<file path="src/rtl/fifo_rd_skid.sv">
// Read-side output stage of the async FIFO: pops words into a 2-entry skid buffer
// and presents them on a registered valid/ready stream.
module fifo_rd_skid #(
    parameter int DataWidth = 8
) (
    input  logic                 clk_rd,
    input  logic                 rst_rd_n,
    input  logic                 i_empty,
    input  logic [DataWidth-1:0] i_rd_data,
    output logic                 o_rd_en,
    output logic                 o_valid,
    input  logic                 i_ready,
    output logic [DataWidth-1:0] o_data,
    output logic [1:0]           o_level
);

    // Handshake: a word transfers on a rising edge where o_valid=1 and i_ready=1;
    // o_valid and o_data hold while o_valid=1 and i_ready=0, and i_ready is
    // ignored while o_valid=0.

    logic [1:0]           level_q, level_d;
    logic [DataWidth-1:0] head_q, head_d;
    logic [DataWidth-1:0] tail_q, tail_d;
    logic                 pop;
    logic                 deq;

    // The pop request depends only on the registered level and the flag, so
    // downstream backpressure never reaches the read controller in one cycle.
    always_comb begin
        pop = ~i_empty & (level_q != 2'd2);
        deq = (level_q != 2'd0) & i_ready;
    end

    always_comb begin
        level_d = level_q + {1'b0, pop} - {1'b0, deq};
        head_d  = head_q;
        tail_d  = tail_q;
        case ({deq, pop})
            2'b01: begin
                if (level_q == 2'd0) begin
                    head_d = i_rd_data;
                end else begin
                    tail_d = i_rd_data;
                end
            end
            2'b10: begin
                head_d = tail_q;
            end
            2'b11: begin
                // Only reachable at level 1: the head leaves and the new word replaces it.
                head_d = i_rd_data;
            end
            default: begin
                head_d = head_q;
            end
        endcase
    end

    always_ff @(posedge clk_rd or negedge rst_rd_n) begin
        if (!rst_rd_n) begin
            level_q <= 2'd0;
            head_q  <= '0;
            tail_q  <= '0;
        end else begin
            level_q <= level_d;
            head_q  <= head_d;
            tail_q  <= tail_d;
        end
    end

    assign o_rd_en = pop;
    assign o_valid = (level_q != 2'd0);
    assign o_data  = head_q;
    assign o_level = level_q;

endmodule

</file>
<file path="config.mk">
export PLATFORM = sky130hd
export DESIGN_NAME = fifo_rd_skid
export DESIGN_NICKNAME = d
export VERILOG_FILES = /design/src/rtl/fifo_rd_skid.sv
export SDC_FILE = /design/constraint.sdc
export NUM_CORES = 1
export LEC_CHECK = 0
export ABC_AREA = 1
export BUFFER_PORTS_ARGS = -buffer_cell sky130_fd_sc_hd__clkbuf_2
export CORE_ASPECT_RATIO = 1.5
export CORE_UTILIZATION = 33
export DETAILED_ROUTE_END_ITERATION = 6
export RECOVER_POWER = 100
export SYNTH_ARGS = -nofsm -noshare
export SYNTH_HDL_FRONTEND = slang
export SYNTH_SLANG_ARGS = --single-unit
</file>
<file path="constraint.sdc">
create_clock -name clk_rd -period 1.1 [get_ports clk_rd]
set_input_delay 0.11 -clock clk_rd [delete_from_list [all_inputs] [get_ports clk_rd]]
set_output_delay 0.11 -clock clk_rd [all_outputs]
set_load 0.05 [all_outputs]
</file>
==> tab_implementation.tex <==
\begin{tabular}{lr}
\hline
Metric & Value \\
\hline
\multicolumn{2}{l}{\textbf{Clock network}} \\
Insertion delay to the later sink of the worst-skew pair & about 260 ps \\
Total number of H-tree levels & 1 \\
CTS tree & done \\
Maximum clock insertion buffer count & 2 \\
Clock-pin slew on the worst setup and hold paths & about 70 ps \\
Sinks on the clock net & 18 \\
CTS root buf & sky130\_fd\_sc\_hd\_\_clkbuf\_8 \\
Number of CTS-inserted buffers & 3 \\
\multicolumn{2}{l}{\textbf{Synth}} \\
Total nets after synthesis & around 120 \\
Post-Synthesis Mean Instance Area & roughly 8.2 um2 \\
Synthesis Warnings & 0 \\
Share of the yosys chip area belonging to registers & 0.492 \\
Number of library cell types mapped by synthesis & 15 \\
Synth Area in Adders & 0 \\
Synthesized-area fraction occupied by ao, oa, aoi and oai cells & 0.0670 \\
Xor and xnor fraction of the mapped netlist area & 0 \\
Fraction of post-synthesis cell area in the top cell type by area & 0.492 \\
Top cells by area in the synthesized netlist & sky130\_fd\_sc\_hd\_\_dfrtp\_1, sky130\_fd\_sc\_hd\_\_nand2\_1, sky130\_fd\_sc\_hd\_\_nand3\_1 \\
Number of synthesized register bits & 18 \\
Simple-Gate Fraction of Synth Area & 0.326 \\
Main combinational cell family by area after synthesis & simple AND/OR/NAND/NOR gates \\
Post-Syn Instances & $\sim$110 \\
Total standard cell area after synthesis & around 910 um2 \\
Dominant cell type by area after synthesis & sky130\_fd\_sc\_hd\_\_dfrtp\_1 \\
Fraction of synthesized area in multiplexers & 0 \\
\multicolumn{2}{l}{\textbf{Final layout}} \\
Synthesis-to-finish area growth & 50.8\% \\
Most frequent standard cell in the layout excluding fill and tap cells & sky130\_fd\_sc\_hd\_\_nand2\_1 \\
Diode insertion count for antenna repair & 0 \\
Number of fill cells & around 260 \\
Final nets & around 160 \\
Most frequent cells in the layout & sky130\_fd\_sc\_hd\_\_nand2\_1, sky130\_fd\_sc\_hd\_\_clkbuf\_2, sky130\_fd\_sc\_hd\_\_inv\_1 \\
Final non-filler cell area & 1380 um2 \\
Share of post-route cells with drive strength above 1 & 0.450 \\
\multicolumn{2}{l}{\textbf{Setup path}} \\
Kind of launch point of the worst setup path & register \\
Worst Setup Path Type & register to output pin \\
Setup slack of the worst register-to-register path & -150 ps \\
Arr. time, crit path & approximately 1200 ps \\
Nature of the critical path endpoint & output pin \\
Maximum net fanout on the critical path & 3 \\
FF-to-FF End & o\_data[0] \\
Reg2reg path depth & 6 \\
R2R Path Start & o\_level[0] \\
Worst endpoint required time & slightly below 1000 ps \\
\multicolumn{2}{l}{\textbf{Global routing}} \\
Largest net degree at the start of global routing & 19 \\
Number of global-route vias before repair & 828 \\
Wire length of the first global-routing pass & 3570 um \\
Initial antenna violation count & 0 \\
GRT Util Overall & 0.167 \\
Global route overflow & 0 \\
\multicolumn{2}{l}{\textbf{Floorplanning}} \\
Site row count & 23 \\
Top-level port count & 24 \\
X dimension of the die & between 40 and 50 um \\
Die Footprint & $\sim$3000 um2 \\
Starting density of the core & 0.345 \\
Core area & 2650 um2 \\
Vertical die dimension & between 60 and 70 um \\
\multicolumn{2}{l}{\textbf{Power}} \\
Switch share & 0.472 \\
Total power per unit cell area & a little under 3000 nW/um2 \\
Combinational power share & 0.581 \\
Internal & 2130 uW \\
Part of the total power dissipated in sequential elements & 0.281 \\
Sum of internal, switching and leakage power & 4030 uW \\
Maximum ir drop on the vdd rail & 1200 uV \\
Portion of total power attributed to the clock network & 0.138 \\
Switch Pwr & between 1500 and 2000 uW \\
Leak & $\sim$0.00073 uW \\
\multicolumn{2}{l}{\textbf{STA}} \\
Final slew viol count & 0 \\
Tcrit/Tclk final & 1.15 \\
Largest clock skew in the final design & 2.95 ps \\
Worst relative slew slack & 0.689 \\
Final setup margin & -170 ps \\
Summed negative setup slack over all endpoints & -2400 ps \\
Count of endpoints failing setup in the final report & 22 \\
Worst Max-Slew Pin Slew & between 400 and 500 ps \\
Unrepaired setup endpoints after global routing & yes \\
F\_max & just under 800 MHz \\
Final hold violation count & 0 \\
Min cycle time layout & 1270 ps \\
\multicolumn{2}{l}{\textbf{Detailed routing}} \\
Total detailed-routing wirelength & around 2200 um \\
Via total after detailed routing & between 800 and 900 \\
\# DRC & 0 \\
Post-DR wirelength/cell & between 10 and 15 um \\
Violation count after the first detailed-routing iteration & 22 \\
Detail Route Antenna Nets & 0 \\
Pre-antenna DRT Iters & 4 \\
Vias per inst & $\sim$4.4 \\
\multicolumn{2}{l}{\textbf{Worst hold path}} \\
Worst hold path class & primary input to register \\
Hold Path Sink & tail\_q[4] \\
Hold wc startpoint & i\_rd\_data[4] \\
Hold Path Stages & 3 \\
\multicolumn{2}{l}{\textbf{Placement}} \\
Input/output buffers & 23 \\
Placed cell area & $\sim$1100 um2 \\
Final HPWL DP & 1460 um \\
Routability congestion estimate & between 0.8 and 0.9 \\
\multicolumn{2}{l}{\textbf{Outcome}} \\
Outcome & complete, but fails checks \\
Failing checks & setup timing \\
\multicolumn{2}{l}{\textbf{Run}} \\
Max-Cap Viols & 0 \\
\hline
\end{tabular}
==> worst max path at each step <==
stage | start | end | slack [ps] | cells after the start
detailed placement | o_level[0] | o_data[5] | -150 | 6
global route | o_level[0] | o_data[0] | -220 | 7
finish | o_level[0] | o_rd_en | -170 | 5
floorplan | o_level[0] | o_data[0] | -220 | 6
global placement | o_level[0] | o_data[5] | -130 | 6
CTS | o_level[0] | o_rd_en | -160 | 5
==> flip-flops by register name, indices dropped and copies added (netlist names) <==
| register | flops |
|---|---|
| o_level | 2 |
| tail_q | 8 |
| o_data | 8 |
==> per-stage QoR <==
step,util,setup WS (ps),instances,hold WS [ps]
after detailed placement,0.423,-150,176,88.2
after floorplan,-,-217,112,-186
final,0.521,-170,188,94.4
after global placement,0.423,-131,176,82.3
after CTS,0.498,-161,185,93.8
after global routing,0.521,-220,188,110
==> area by class of cell <==
type / count / area (um2) / share of cell area
well taps: 37 / 46.3 / 0.0336
clock buffers: 4 / 55.1 / 0.0399
multi-input cells: 71 / 437 / 0.317
repair buffers: 36 / 302 / 0.219
inverters: 22 / 86.3 / 0.0626
flip-flops and latches: 18 / 453 / 0.328
==> critical path, cell delays in order, from the launching register on <==
cell and delay, ps:
sky130_fd_sc_hd__dfrtp_2 440, sky130_fd_sc_hd__inv_2 70, sky130_fd_sc_hd__nand2_2 60, sky130_fd_sc_hd__nand2_4 80
sky130_fd_sc_hd__clkinvlp_4 90, sky130_fd_sc_hd__clkbuf_16 170
==> routing by layer <==
| metal | up-vias | track usage | part of all wire |
|---|---|---|---|
| met5 | - | 0 | 0 |
| met4 | 0 | 0.0947 | 0.020 |
| met3 | 4 | 0.0244 | 0.021 |
| met2 | 14 | 0.283 | 0.55 |
| met1 | 384 | 0.192 | 0.41 |
| li1 | 420 | - | - |
==> cells in the mapped netlist <==
cell type                 number
sky130_fd_sc_hd__and2_1        1
sky130_fd_sc_hd__buf_6         2
sky130_fd_sc_hd__dfrtp_1      18
sky130_fd_sc_hd__inv_1        19
sky130_fd_sc_hd__inv_2         3
sky130_fd_sc_hd__nand2_1      35
sky130_fd_sc_hd__nand2_2       1
sky130_fd_sc_hd__nand2_4       2
sky130_fd_sc_hd__nand3_1      18
sky130_fd_sc_hd__nand3_2       1
sky130_fd_sc_hd__nor2_4        1
sky130_fd_sc_hd__nor2_8        1
sky130_fd_sc_hd__o21ai_0       7
sky130_fd_sc_hd__o21ai_1       2
sky130_fd_sc_hd__o21ai_4       1
==> cells by family after synthesis <==
group / count (synthesis)
buffers and inverters: 24
and+or+nand+nor: 60
AOI/OAI and AO/OA: 10
DFF: 18
==> power by group through the flow <==
stage	Sequential [uW]	Clock (uW)	Combinational (uW)
detailed placement	1150	0	1860
global route	1180	598	2510
global placement	1140	0	1850
finish	1140	556	2340
floorplan	1760	0	744
CTS	1140	561	2170
==> repair_timing <==
item                       CTS  global route
buffers inserted             3             3
resized for setup           20            12
hold endpoints to repair    18             0
setup endpoints to repair   17            22
hold buffers                 1             0
pin swaps                    3             3
cloned                       1             0
(Power assumes the default switching activity.)
